**config.mk**
```make
export PLATFORM = sky130hd
export DESIGN_NAME = dmem_arbiter
export DESIGN_NICKNAME = d
export VERILOG_FILES = /design/src/rtl/dmem_arbiter.sv
export SDC_FILE = /design/constraint.sdc
export NUM_CORES = 1
export LEC_CHECK = 0
export ABC_AREA = 1
export BUFFER_PORTS_ARGS = -buffer_cell sky130_fd_sc_hd__buf_2
export CORE_AREA = 3 3 228 230
export CTS_CLUSTER_DIAMETER = 150
export DETAILED_ROUTE_END_ITERATION = 10
export DIE_AREA = 0 0 231 233
export PLACE_DENSITY = 0.5
export SLEW_MARGIN = 20
export SYNTH_ARGS = -nofsm -noshare
export SYNTH_HDL_FRONTEND = slang
export SYNTH_SLANG_ARGS = --single-unit
```
**constraint.sdc**
```tcl
create_clock -name clk -period 3.85 [get_ports clk]
set_input_delay 0.1925 -clock clk [delete_from_list [all_inputs] [get_ports clk]]
set_output_delay 0.1925 -clock clk [all_outputs]
set_load 0.02 [all_outputs]
```
**src/rtl/dmem_arbiter.sv**
```systemverilog
// Two-port arbiter and sequencer for a single-ported data memory.
// Port 0 is the load/store unit and port 1 is a secondary master.
// The memory is granted round-robin. Strobes, address and write data are
// held stable for MEM_LAT cycles. A one-cycle response then goes back to
// the port that was granted. MEM_LAT must be in the range 1..15.
module dmem_arbiter #(
    parameter int ADDR_W  = 64,
    parameter int DATA_W  = 64,
    parameter int MEM_LAT = 1
) (
    input  logic              clk,
    input  logic              rst_n,
    // requester 0
    input  logic              req_valid_0,
    output logic              req_ready_0,
    input  logic              req_we_0,
    input  logic [ADDR_W-1:0] req_addr_0,
    input  logic [DATA_W-1:0] req_wdata_0,
    output logic              rsp_valid_0,
    output logic [DATA_W-1:0] rsp_rdata_0,
    // requester 1
    input  logic              req_valid_1,
    output logic              req_ready_1,
    input  logic              req_we_1,
    input  logic [ADDR_W-1:0] req_addr_1,
    input  logic [DATA_W-1:0] req_wdata_1,
    output logic              rsp_valid_1,
    output logic [DATA_W-1:0] rsp_rdata_1,
    // memory side
    output logic              mem_read,
    output logic              mem_write,
    output logic [ADDR_W-1:0] mem_address,
    output logic [DATA_W-1:0] mem_write_data,
    input  logic [DATA_W-1:0] mem_read_data
);

    typedef enum logic [1:0] {
        IDLE   = 2'd0,
        ACCESS = 2'd1,
        RESP   = 2'd2
    } state_t;

    // The counter holds the remaining ACCESS cycles minus one.
    localparam logic [3:0] LAT_LOAD = 4'(MEM_LAT - 1);

    state_t            state_reg;
    state_t            state_next;
    logic              prio_reg;      // port that wins when both request
    logic [3:0]        cnt_reg;
    logic              we_reg;
    logic [ADDR_W-1:0] addr_reg;
    logic [DATA_W-1:0] wdata_reg;
    logic              gnt_reg;       // port owning the current access

    logic [1:0]        valid_vec;
    logic [1:0]        we_vec;
    logic [ADDR_W-1:0] addr_arr  [2];
    logic [DATA_W-1:0] wdata_arr [2];
    logic [DATA_W-1:0] rdata_arr [2];
    logic [1:0]        ready_vec;
    logic [1:0]        rsp_vec;

    logic              any_valid;
    logic              win_id;
    logic              accept;
    logic              capture;

    assign valid_vec    = {req_valid_1, req_valid_0};
    assign we_vec       = {req_we_1, req_we_0};
    assign addr_arr[0]  = req_addr_0;
    assign addr_arr[1]  = req_addr_1;
    assign wdata_arr[0] = req_wdata_0;
    assign wdata_arr[1] = req_wdata_1;

    // A single requester always wins; on a tie the priority pointer decides.
    assign any_valid = |valid_vec;
    assign win_id    = (&valid_vec) ? prio_reg : valid_vec[1];

    // The winner's ready is high whenever a request is present in IDLE,
    // so a handshake happens exactly when IDLE sees any valid.
    assign accept  = (state_reg == IDLE) && any_valid;
    assign capture = (state_reg == ACCESS) && (cnt_reg == 4'd0);

    // State register.
    always_ff @(posedge clk or negedge rst_n) begin
        if (!rst_n) begin
            state_reg <= IDLE;
        end else begin
            state_reg <= state_next;
        end
    end

    // Next-state logic: IDLE -> ACCESS on a handshake, then RESP after the
    // last strobe cycle, then back to IDLE.
    always_comb begin
        state_next = state_reg;
        case (state_reg)
            IDLE:    if (any_valid) state_next = ACCESS;
            ACCESS:  if (cnt_reg == 4'd0) state_next = RESP;
            RESP:    state_next = IDLE;
            default: state_next = IDLE;
        endcase
    end

    // Output logic: request ready, memory strobes/bus, and response strobe.
    // The memory bus stays zero outside ACCESS. The strobes therefore only
    // ever appear together with the latched, stable address.
    always_comb begin
        ready_vec      = 2'b00;
        rsp_vec        = 2'b00;
        mem_read       = 1'b0;
        mem_write      = 1'b0;
        mem_address    = '0;
        mem_write_data = '0;
        case (state_reg)
            IDLE: begin
                if (rst_n && any_valid) begin
                    ready_vec[win_id] = 1'b1;
                end
            end
            ACCESS: begin
                mem_read       = ~we_reg;
                mem_write      = we_reg;
                mem_address    = addr_reg;
                mem_write_data = wdata_reg;
            end
            RESP: begin
                rsp_vec[gnt_reg] = 1'b1;
            end
            default: begin
                ready_vec = 2'b00;
            end
        endcase
    end

    // Request latch, priority rotation and the ACCESS cycle counter.
    always_ff @(posedge clk or negedge rst_n) begin
        if (!rst_n) begin
            prio_reg  <= 1'b0;
            cnt_reg   <= 4'd0;
            we_reg    <= 1'b0;
            addr_reg  <= '0;
            wdata_reg <= '0;
            gnt_reg   <= 1'b0;
        end else if (accept) begin
            we_reg    <= we_vec[win_id];
            addr_reg  <= addr_arr[win_id];
            wdata_reg <= wdata_arr[win_id];
            gnt_reg   <= win_id;
            prio_reg  <= ~win_id;
            cnt_reg   <= LAT_LOAD;
        end else if ((state_reg == ACCESS) && (cnt_reg != 4'd0)) begin
            cnt_reg <= cnt_reg - 4'd1;
        end
    end

    // Per-port response data registers. Each one holds its value until the
    // next response to that port. Writes return zero.
    genvar gi;
    generate
        for (gi = 0; gi < 2; gi++) begin : g_port
            logic [DATA_W-1:0] rdata_reg;

            // Capture read data (or zero for a write) on the last ACCESS cycle.
            always_ff @(posedge clk or negedge rst_n) begin
                if (!rst_n) begin
                    rdata_reg <= '0;
                end else if (capture && (gnt_reg == 1'(gi))) begin
                    rdata_reg <= we_reg ? '0 : mem_read_data;
                end
            end

            assign rdata_arr[gi] = rdata_reg;
        end
    endgenerate

    assign req_ready_0 = ready_vec[0];
    assign req_ready_1 = ready_vec[1];
    assign rsp_valid_0 = rsp_vec[0];
    assign rsp_valid_1 = rsp_vec[1];
    assign rsp_rdata_0 = rdata_arr[0];
    assign rsp_rdata_1 = rdata_arr[1];

endmodule

```
# Word level (Yosys, flattened, before mapping)
# Index checks and enable logic that the tools add are counted.
[op_classes]
addsub = 1
multipliers = 0
div_mod_pow = 0
order_cmp = 5
n_eq_ne = 4
n_shift = 0
muxes = 26
bitwise = 4
n_reduce_logical = 15
[op_table]
columns = ["operator", "count"]
rows = [
  ["$mux 64", 9],
  ["$mux 2", 5],
  ["$logic_and 1x1->1", 8],
  ["$mux 4", 2],
  ["$mux 1", 7],
  ["$logic_not 4->1", 1],
  ["$lt 1x2->1 const B", 2],
  ["$ne 2x2->1 const B", 2],
  ["$pmux 2 s2", 1],
  ["$reduce_and 2->1", 2],
  ["$reduce_bool 4->1", 1],
  ["$sub 4x1->4 const B", 1],
  ["$not 1->1", 3],
  ["$demux 1 s1", 2],
  ["$eq 2x1->1 const B", 1],
  ["$eq 2x2->1 const B", 1],
  ["$ge 1x1->1 const B", 2],
  ["$ge 2x2->1 const B", 1],
  ["$logic_not 2->1", 1],
  ["$not 1->2", 1],
  ["$reduce_bool 2->1", 1],
  ["$reduce_or 2->1", 1],
]
[totals]
register_bits = 265
latch_bits = 0
ramBits = 0
mem_bits_ro = 0
output_inout_bits = 262
wordCells = 64
mem_count = 0

# Longest topological paths before layout
# Gate-level depths: netlist (run 1).
[depth]
depth_word = 8
depth_mapped = 8

# Worst setup path before layout (run 1)
# Ideal clock, no wire load.
[synth_timing]
path_type = "flip-flop to output port"
start = "register prio_reg"
end = "output port req_ready_1"
arrival_ns = 1.469
required_ns = 3.658
setup_slack_ns = 2.188
stages_incl_launch_ff = 7
n_path_buf = 2
cell_sequence = "dfrtp_1 > inv_1 > nand2_1 > nand2_1 > buf_2 > buf_2 > nor4_1"
[synth_between]
elab_chain_len = 7
elab_cells_between_ends = 8
[synth_lines]
columns = ["element", "line_no", "rtl"]
rows = [
  ["start: declaration", "48", "logic prio_reg;"],
  ["start signal: assignment", "150", "prio_reg <= ~win_id;"],
  ["$mux 1 *", "77", "assign win_id = (&valid_vec) ? prio_reg : valid_vec[1];"],
  ["$lt 1x2->1 (not written as such) / $ge 1x1->1 (equally long branches)", "118", "ready_vec[win_id] = 1'b1;"],
  ["$logic_and 1x1->1 (not written as such)", "118", ""],
  ["$mux 1 (not written as such)", "118", ""],
  ["$demux 1 s1 *", "118", ""],
  ["$mux 2 *", "117", "if (rst_n && any_valid) begin"],
  ["$mux 2 *", "115", "case (state_reg)"],
  ["end: declaration", "23", "output logic req_ready_1,"],
]
# Every way passes the cells marked *; elsewhere a longest branch is shown, timed or not.

# Worst setup path in the final report (run 1)
[layout_timing]
start = "register state_reg[0]"
end = "register addr_reg[20]"
[layout_between]
elab_chain_len = 2
[layout_lines]
columns = ["element", "line_no", "rtl"]
rows = [
  ["start: declaration", "46", "state_t state_reg;"],
  ["start signal: assignment", "89", "state_reg <= state_next;"],
  ["$logic_not 2->1", "81", "assign accept = (state_reg == IDLE) && any_valid;"],
  ["$logic_and 1x1->1", "81", ""],
  ["end signal: assignment", "147", "addr_reg <= addr_arr[win_id];"],
  ["end: declaration", "51", "logic [ADDR_W-1:0] addr_reg;"],
]
# Every way passes these cells.
# A chain may end at the register's enable or synchronous reset.

==> summary.txt, run 1 <==
Floorplanning
  – Cell Rows: 82
  – Die Span Y: 233 um
  – Core ar.: around 0.05 mm^2
  – Starting Density: 27.1%
  – Die width: 231 um
  – Die area: ~0.054 mm^2
  – I/O Pins: 588

Clock network
  – Max clock buf depth: 3
  – Worst-path clk slew: 60 ps
  – Total clock sinks: 265
  – Skew-Pair Late Insertion Delay: between 500 and 600 ps
  – Setup bufs post-CTS: 0
  – H-tree levels: 2
  – Clock tree from TritonCTS: built
  – Post-CTS Hold Fix Bufs: just over 300
  – Inserted Clock Buffers: 35
  – PostCTS Resize Cnt: 0
  – CTS root buf: clkbuf_16

Drt
  – Vias per cell: 4.37
  – WL per Instance: 15.6 um
  – Pre-Repair DR Iteration Count: 5
  – Final Routed Wirelength: 54.5 mm
  – DRC violations left: 0
  – Vias: about 15000
  – Routed Antenna Nets: 0
  – Initial drt markers: 830

Worst setup path
  – Reg2reg end: addr_reg[20]$_DFFE_PN0P_
  – R2R setup slack: ~840 ps
  – Worst setup SP type: flip-flop
  – Slowest stage delay, CP: 780 ps
  – Crit Path Class: flip-flop to flip-flop
  – FF-to-FF path depth: 7
  – Slowest cell on the critical path: buf_4
  – CP arrival: 3460 ps
  – Crit path top cell by count: buf_4
  – Largest fanout on the critical path: 77
  – Critical Path RT: between 4000 and 5000 ps
  – Delay-heaviest family, CP: buffers and inverters
  – R2r startpoint: state_reg[0]$_DFFE_PN0P_
  – Worst Setup End Kind: flip-flop
  – CP Buf/Inv Count: 3
  – Crit-path cells: nor2_1 -> o21ai_4 -> buf_4 -> buf_4 -> nand2_1 -> o21ai_0 -> dlygate4sd3_1

STA
  – Relative slew slack: 39.0%
  – Slew Viols, Final: 0
  – RSZ-0062 raised after global routing: false
  – Setup violators final: 0
  – Hold Vio Cnt, Final: 0
  – Period minus WS final: 3010 ps
  – Clock skew: 22.9 ps
  – Setup TNS: 0 ps
  – Fmax: between 300 and 400 MHz
  – Final hold slack: 36.1 ps
  – Final Cycle Share: 78.1%
  – Worst Max-Slew Pin Slew: 914 ps

Yosys
  – Synth top area cells: dfrtp_1 (49%), nand2_1 (18%), inv_1 (9.2%), nor2_1 (9.0%), nand3_1 (4.8%)
  – Avg Synthesized Cell Area: between 6 and 7 um^2
  – Synth Cell Area: 0.0136 mm^2
  – Seq/Total Area, Yosys: 48.9%
  – Ys Warns: 0
  – Mapped Cells: ~2000
  – Post-synth top area cell: dfrtp_1
  – Top cell type's share of synthesized area: 48.9%
  – Post-Syn Nets: about 2300
  – #FFs+latches synth: 265
  – Synth cell types: 23

Power and ir drop
  – Pwr per Cell Area: 771 mW/mm^2
  – Pleak: 0.0125 uW
  – Peak supply drop: 0.000372 V

Min path
  – Hold crit path type: input pin to flip-flop
  – Hold Path Origin: req_addr_0[53]
  – Worst Hold Path Cells: 5
  – Hold Crit Endpoint: addr_reg[53]$_DFFE_PN0P_

Placement
  – Detailed placement HPWL: 36.9 mm
  – Buffers on Ports: 587
  – Routability congestion estimate: 0.860

Finish
  – Area Growth Syn to Fin: 56.4%
  – Layout cells sized above 1: 23.7%
  – Final Net Count: 3131

Global route
  – Met3 Resource Use GR: between 4 and 5%
  – First-pass GRT wire length: 84.6 mm
  – Met1 Use GR: between 20% and 30%
  – Initial antenna violation count: 3
  – All-Layer GR Usage: between 10% and 20%
  – GR peak layer: met2
  – Global route total overflow: 0
  – Vias in the first global route: 15500
  – Pin count of the biggest net entering global routing: ~110
  – Grt met2 use: 33.9%

Run status
  – Status: finished clean

Job
  – Max Cap Viol: 0
-- stage by stage --
step           cells  utilization, %  setup slack, ps  instance area, um^2  total power, uW
5_1_grt         3499            42.4              583                21200            17600
4_1_cts         3499            42.4              867                21200            16500
3_5_place_dp    3135            34.0             1390                17000            11700
3_3_place_gp    3135            34.0             1480                17000            11600
6_report        3501            42.4              841                21200            16400
2_1_floorplan   1975               -             2190                13600             9220
-- where the power goes --
| part | switching [uW] | internal [uW] | total, uW | leakage (uW) |
|---|---|---|---|---|
| Sequential | 814 | 4040 | 4850 | 0.00332 |
| Combinational | 5040 | 3110 | 8150 | 0.00857 |
| Clock | 1300 | 2050 | 3350 | 0.000559 |
| Total | 7150 | 9200 | 16400 | 0.0125 |
-- cell usage after synthesis --
cell type and n:
nor2_1 327, xor2_1 1, or2_2 1, nor4_1 1
ha_1 2, nand2_2 3, o21ai_2 1, nand4_1 1
o21ai_0 53, o21a_1 1, clkbuf_1 36, inv_1 331
inv_2 1, nor2_4 1, dfrtp_1 265, buf_2 62
buf_4 14, nor3_1 2, o21ai_1 79, nand2_1 656
a21oi_1 1, buf_1 6, nand3_1 130
-- logic make-up (layout without fill, tap and decap cells) --
family	Yosys count	in the layout	synth area share [%]
other cells	0	2	0
compound gates	135	135	5.03
simple gates	1122	1122	32.4
xor+xnor	1	1	0.0646
flops	265	265	48.9
fa+ha+maj	2	2	0.184
buf+inv	450	1302	13.4
-- final cells by class --
type	count	area (um^2)
Clock buffer	47	972
Timing Repair Buffer	909	6190
Fill cell	5300	28800
Clock inverter	14	195
Tap cell	672	841
Inverter	332	1250
Multi-Input combinational cell	1260	5130
Antenna cell	2	5.00
Sequential cell	265	6640
-- per-layer routing --
layer	up-vias	part of all wire [%]
met1	7234	42
met2	514	49
met4	2	2.6
met5	-	0.024
met3	95	6.5
li1	7471	-
-- cell usage in the layout (no fill, tap or decap), drive strengths merged --
cell type | Yosys | routed
nand2 | 659 | 659
buf | 82 | 606
inv | 332 | 333
nor2 | 328 | 328
dlygate4sd3 | 0 | 303
dfrtp | 265 | 265
o21ai | 133 | 133
nand3 | 130 | 130
clkbuf | 36 | 47
clkinv | 0 | 5
bufinv | 0 | 4
clkinvlp | 0 | 4
diode | 0 | 2
nor3 | 2 | 2
ha | 2 | 2
nor4 | 1 | 1
a21oi | 1 | 1
xor2 | 1 | 1
or2 | 1 | 1
nand4 | 1 | 1
o21a | 1 | 1
-- worst reg2reg max path, cell delays in order, from the launching register on --
cell	delay [ps]
dfrtp_1	450
nor2_1	120
o21ai_4	90
buf_4	530
buf_4	850
nand2_1	180
o21ai_0	120
dlygate4sd3_1	590
-- how the worst max path moves through the flow --
stage,startpoint,to,slack [ps],depth (start not counted)
6_report,state_reg[0]$_DFFE_PN0P_,addr_reg[20]$_DFFE_PN0P_,840,7
2_1_floorplan,prio_reg$_DFFE_PN0P_,req_ready_1,2190,6
5_1_grt,state_reg[0]$_DFFE_PN0P_,addr_reg[35]$_DFFE_PN0P_,580,7
3_5_place_dp,cnt_reg[0]$_DFFE_PN0P_,rsp_rdata_0[60]$_DFFE_PN0P_,1390,8
3_3_place_gp,cnt_reg[0]$_DFFE_PN0P_,rsp_rdata_0[58]$_DFFE_PN0P_,1480,8
4_1_cts,state_reg[0]$_DFFE_PN0P_,addr_reg[35]$_DFFE_PN0P_,870,7
(Power assumes the default switching activity.)
==> run 2, diff against run 1 <==
- ABC_AREA: 1 -> 0
- CORE_AREA: 3 3 228 230 -> 3 3 226 228
- DIE_AREA: 0 0 231 233 -> 0 0 229 231
- PLACE_DENSITY: 0.5 -> 0.52
- clock period: 3.85 -> 2.5 ns (I/O delays scaled with it)
==> summary.txt, run 2 <==
Yosys
  – Post-synthesis async set-or-reset flop share: 100%
  – Post-synth top cells: dfrtp_1 (265), o21ai_0 (136), a21oi_1 (132)
  – #FFs+latches synth: 265
  – Synth Cell Area: 0.0131 mm^2
  – Ys flop type: dfrtp_1
  – Ys Warns: 0
  – Post-synth top area cell: dfrtp_1
  – Seq/Total Area, Yosys: around 50%
  – Synth top area cells: dfrtp_1 (51%), mux2_4 (6.9%), a31oi_1 (6.2%), and2_1 (6.2%), mux2_2 (5.8%)
  – Synth cell types: 30
  – Top cell type's share of synthesized area: 50.6%
  – Most common cell in the netlist: dfrtp_1
  – Mapped Cells: ~1300
  – Post-synth EDFFs: 0
  – Avg Synthesized Cell Area: 10.2 um^2
  – Post-Syn Nets: 1609

STA
  – Worst Max-Slew Pin Slew: between 700 and 800 ps
  – RSZ-0062 raised after global routing: false
  – Clock skew: approximately 15 ps
  – Hold Vio Cnt, Final: 0
  – Setup TNS: 0 ps
  – Fmax: 425 MHz
  – Period minus WS final: 2360 ps
  – Relative slew slack: approximately half
  – Final Cycle Share: 94.2%
  – Final WS setup: 145 ps
  – Slew Viols, Final: 0
  – Setup violators final: 0
  – Final hold slack: 20.7 ps

Worst setup path
  – Worst setup SP type: flip-flop
  – Critical Path RT: slightly below 3000 ps
  – Crit path top cell by count: buf_4
  – Largest fanout on the critical path: 11
  – Delay-heaviest family, CP: buffers and inverters
  – Slowest stage delay, CP: 580 ps
  – Slowest cell on the critical path: dlygate4sd3_1
  – Crit Path Class: flip-flop to flip-flop
  – CP Buf/Inv Count: 3
  – Crit-path cells: or2_2 -> nor2_4 -> buf_4 -> buf_4 -> a31oi_1 -> dlygate4sd3_1
  – CP arrival: 2820 ps
  – Worst Setup End Kind: flip-flop

Clock network
  – Clock tree from TritonCTS: built
  – H-tree levels: 1
  – CTS root buf: clkbuf_16
  – Total clock sinks: 265
  – Worst-path clk slew: 60 ps
  – PostCTS Resize Cnt: 0
  – Inserted Clock Buffers: 31
  – Max clock buf depth: 3
  – Skew-Pair Late Insertion Delay: 590 ps

Drt
  – DRC violations left: 0
  – WL per Instance: 19.7 um
  – Final Routed Wirelength: 55.5 mm
  – Vias per cell: between 4 and 5
  – Pre-Repair DR Iteration Count: 5
  – Routed Antenna Nets: 0
  – Vias: approximately 14000
  – Initial drt markers: between 600 and 700

Finish
  – Area Growth Syn to Fin: 61.6%
  – Post-Layout Cell Count: 2819
  – Commonest non-fill, non-tap cell in the layout: buf_2
  – FILL cells: 4788
  – Final Net Count: 2447
  – Layout cells sized above 1: 38.0%
  – Commonest non-fill, non-tap cells in the layout: buf_2 (585), dlygate4sd3_1 (317), dfrtp_1 (264)

Placement
  – Routability congestion estimate: 0.848
  – Detailed placement HPWL: 36.2 mm
  – Placed cells: 2432
  – Worst slack at placement: 344 ps
  – Buffers on Ports: ~590

Min path
  – Hold crit path type: input pin to async pin

Floorplanning
  – Die width: 229 um
  – Core ar.: 0.0491 mm^2
  – Die Span Y: 231 um
  – I/O Pins: roughly 590
  – Cell Rows: 81
  – Die area: between 0.05 and 0.06 mm^2
  – Starting Density: 26.7%

Power and ir drop
  – Pwr per Cell Area: 1370 mW/mm^2
  – Peak supply drop: around 0.00081 V
  – Power Total: 29100 uW
  – Pleak: 0.0101 uW

Global route
  – Vias in the first global route: 14600
  – Initial antenna violation count: 19
  – Pin count of the biggest net entering global routing: 131
  – All-Layer GR Usage: 20.0%
  – First-pass GRT wire length: 84.3 mm
  – Global route total overflow: 0

Job
  – Max Cap Viol: 0

Run status
  – Status: finished clean
[run 2: cell types whose count changed after synthesis, moves of 46 or more]
cell	before	now
nor2b_1	0	66
nand2_1	656	3
buf_2	62	16
mux2_2	0	68
o21ai_0	53	136
inv_1	331	4
nor2_1	327	5
o21ai_1	79	0
mux2_4	0	60
a31oi_1	0	129
a21oi_1	1	132
clkbuf_1	36	104
and2_1	0	129
[run 2: metrics by stage]
step	utilization, %	cell area (um^2)
floorplan	-	13100
global placement	34.4	16900
detailed placement	34.4	16900
CTS	43.1	21100
global route	43.1	21200
finish	43.1	21200
[run 2: area by class of cell]
cell class / instances / area, um^2 / area share, %
Antenna cell: 12 / 30.0 / 0.142
Clock buffer: 48 / 940 / 4.44
Clock inverter: 9 / 141 / 0.668
Inverter: 4 / 16.3 / 0.0769
Multi-Input combinational cell: 877 / 5930 / 28.0
Sequential cell: 265 / 6630 / 31.3
Tap cell: 664 / 831 / 3.93
Timing Repair Buffer: 940 / 6640 / 31.4
[run 2: final timing paths]
check | startpoint | end | slack, ps | cells past startpoint
worst max-delay path | state_reg[1]$_DFFE_PN0P_ | addr_reg[44]$_DFFE_PN0P_ | 140 | 6
worst max register to register | state_reg[1]$_DFFE_PN0P_ | addr_reg[44]$_DFFE_PN0P_ | 140 | 6
max in group asynchronous | rst_n | rsp_rdata_1[52]$_DFFE_PN0P_ | 1460 | 3
worst min register to register | rsp_rdata_1[28]$_DFFE_PN0P_ | rsp_rdata_1[28]$_DFFE_PN0P_ | 500 | 1
min in group clk | mem_read_data[18] | rsp_rdata_1[18]$_DFFE_PN0P_ | 30 | 3
worst min-delay path | rst_n | addr_reg[1]$_DFFE_PN0P_ | 20 | 2
[run 2: kinds of logic (layout without fill, tap and decap cells)]
family | after synthesis | in the layout | synth area share [%]
fa+ha+maj | 2 | 2 | 0.191
simple gates | 347 | 347 | 15.3
compound gates | 397 | 397 | 16.4
other cells | 0 | 12 | 0
mux | 131 | 131 | 13.0
flops | 265 | 265 | 50.6
buf+inv | 139 | 1001 | 4.51
[run 2: report_power, final]
group          switching [uW]  internal [uW]  total (uW)  leakage [uW]
registers                1240           6450        7690       0.00322
logic                    9100           7480       16600       0.00632
clock network            1920           2890        4810      0.000531
total                   12300          16800       29100        0.0101
[run 2: what timing repair did]
action                                 4_1_cts  5_1_grt
buffers inserted                             1        0
endpoints found under the hold margin      508        0
hold buffers                               317        0
setup endpoints to repair                    1        0
[run 2: routing by layer]
| metal | wire length, um | part of all wire (%) | GRT usage (%) | up-vias |
|---|---|---|---|---|
| met5 | 57 | 0.10 | 0 | - |
| met4 | 2580 | 4.7 | 8.63 | 8 |
| met3 | 4560 | 8.2 | 5.34 | 124 |
| met2 | 26500 | 48 | 33.7 | 634 |
| met1 | 21800 | 39 | 24.0 | 6809 |
| li1 | - | - | - | 6279 |
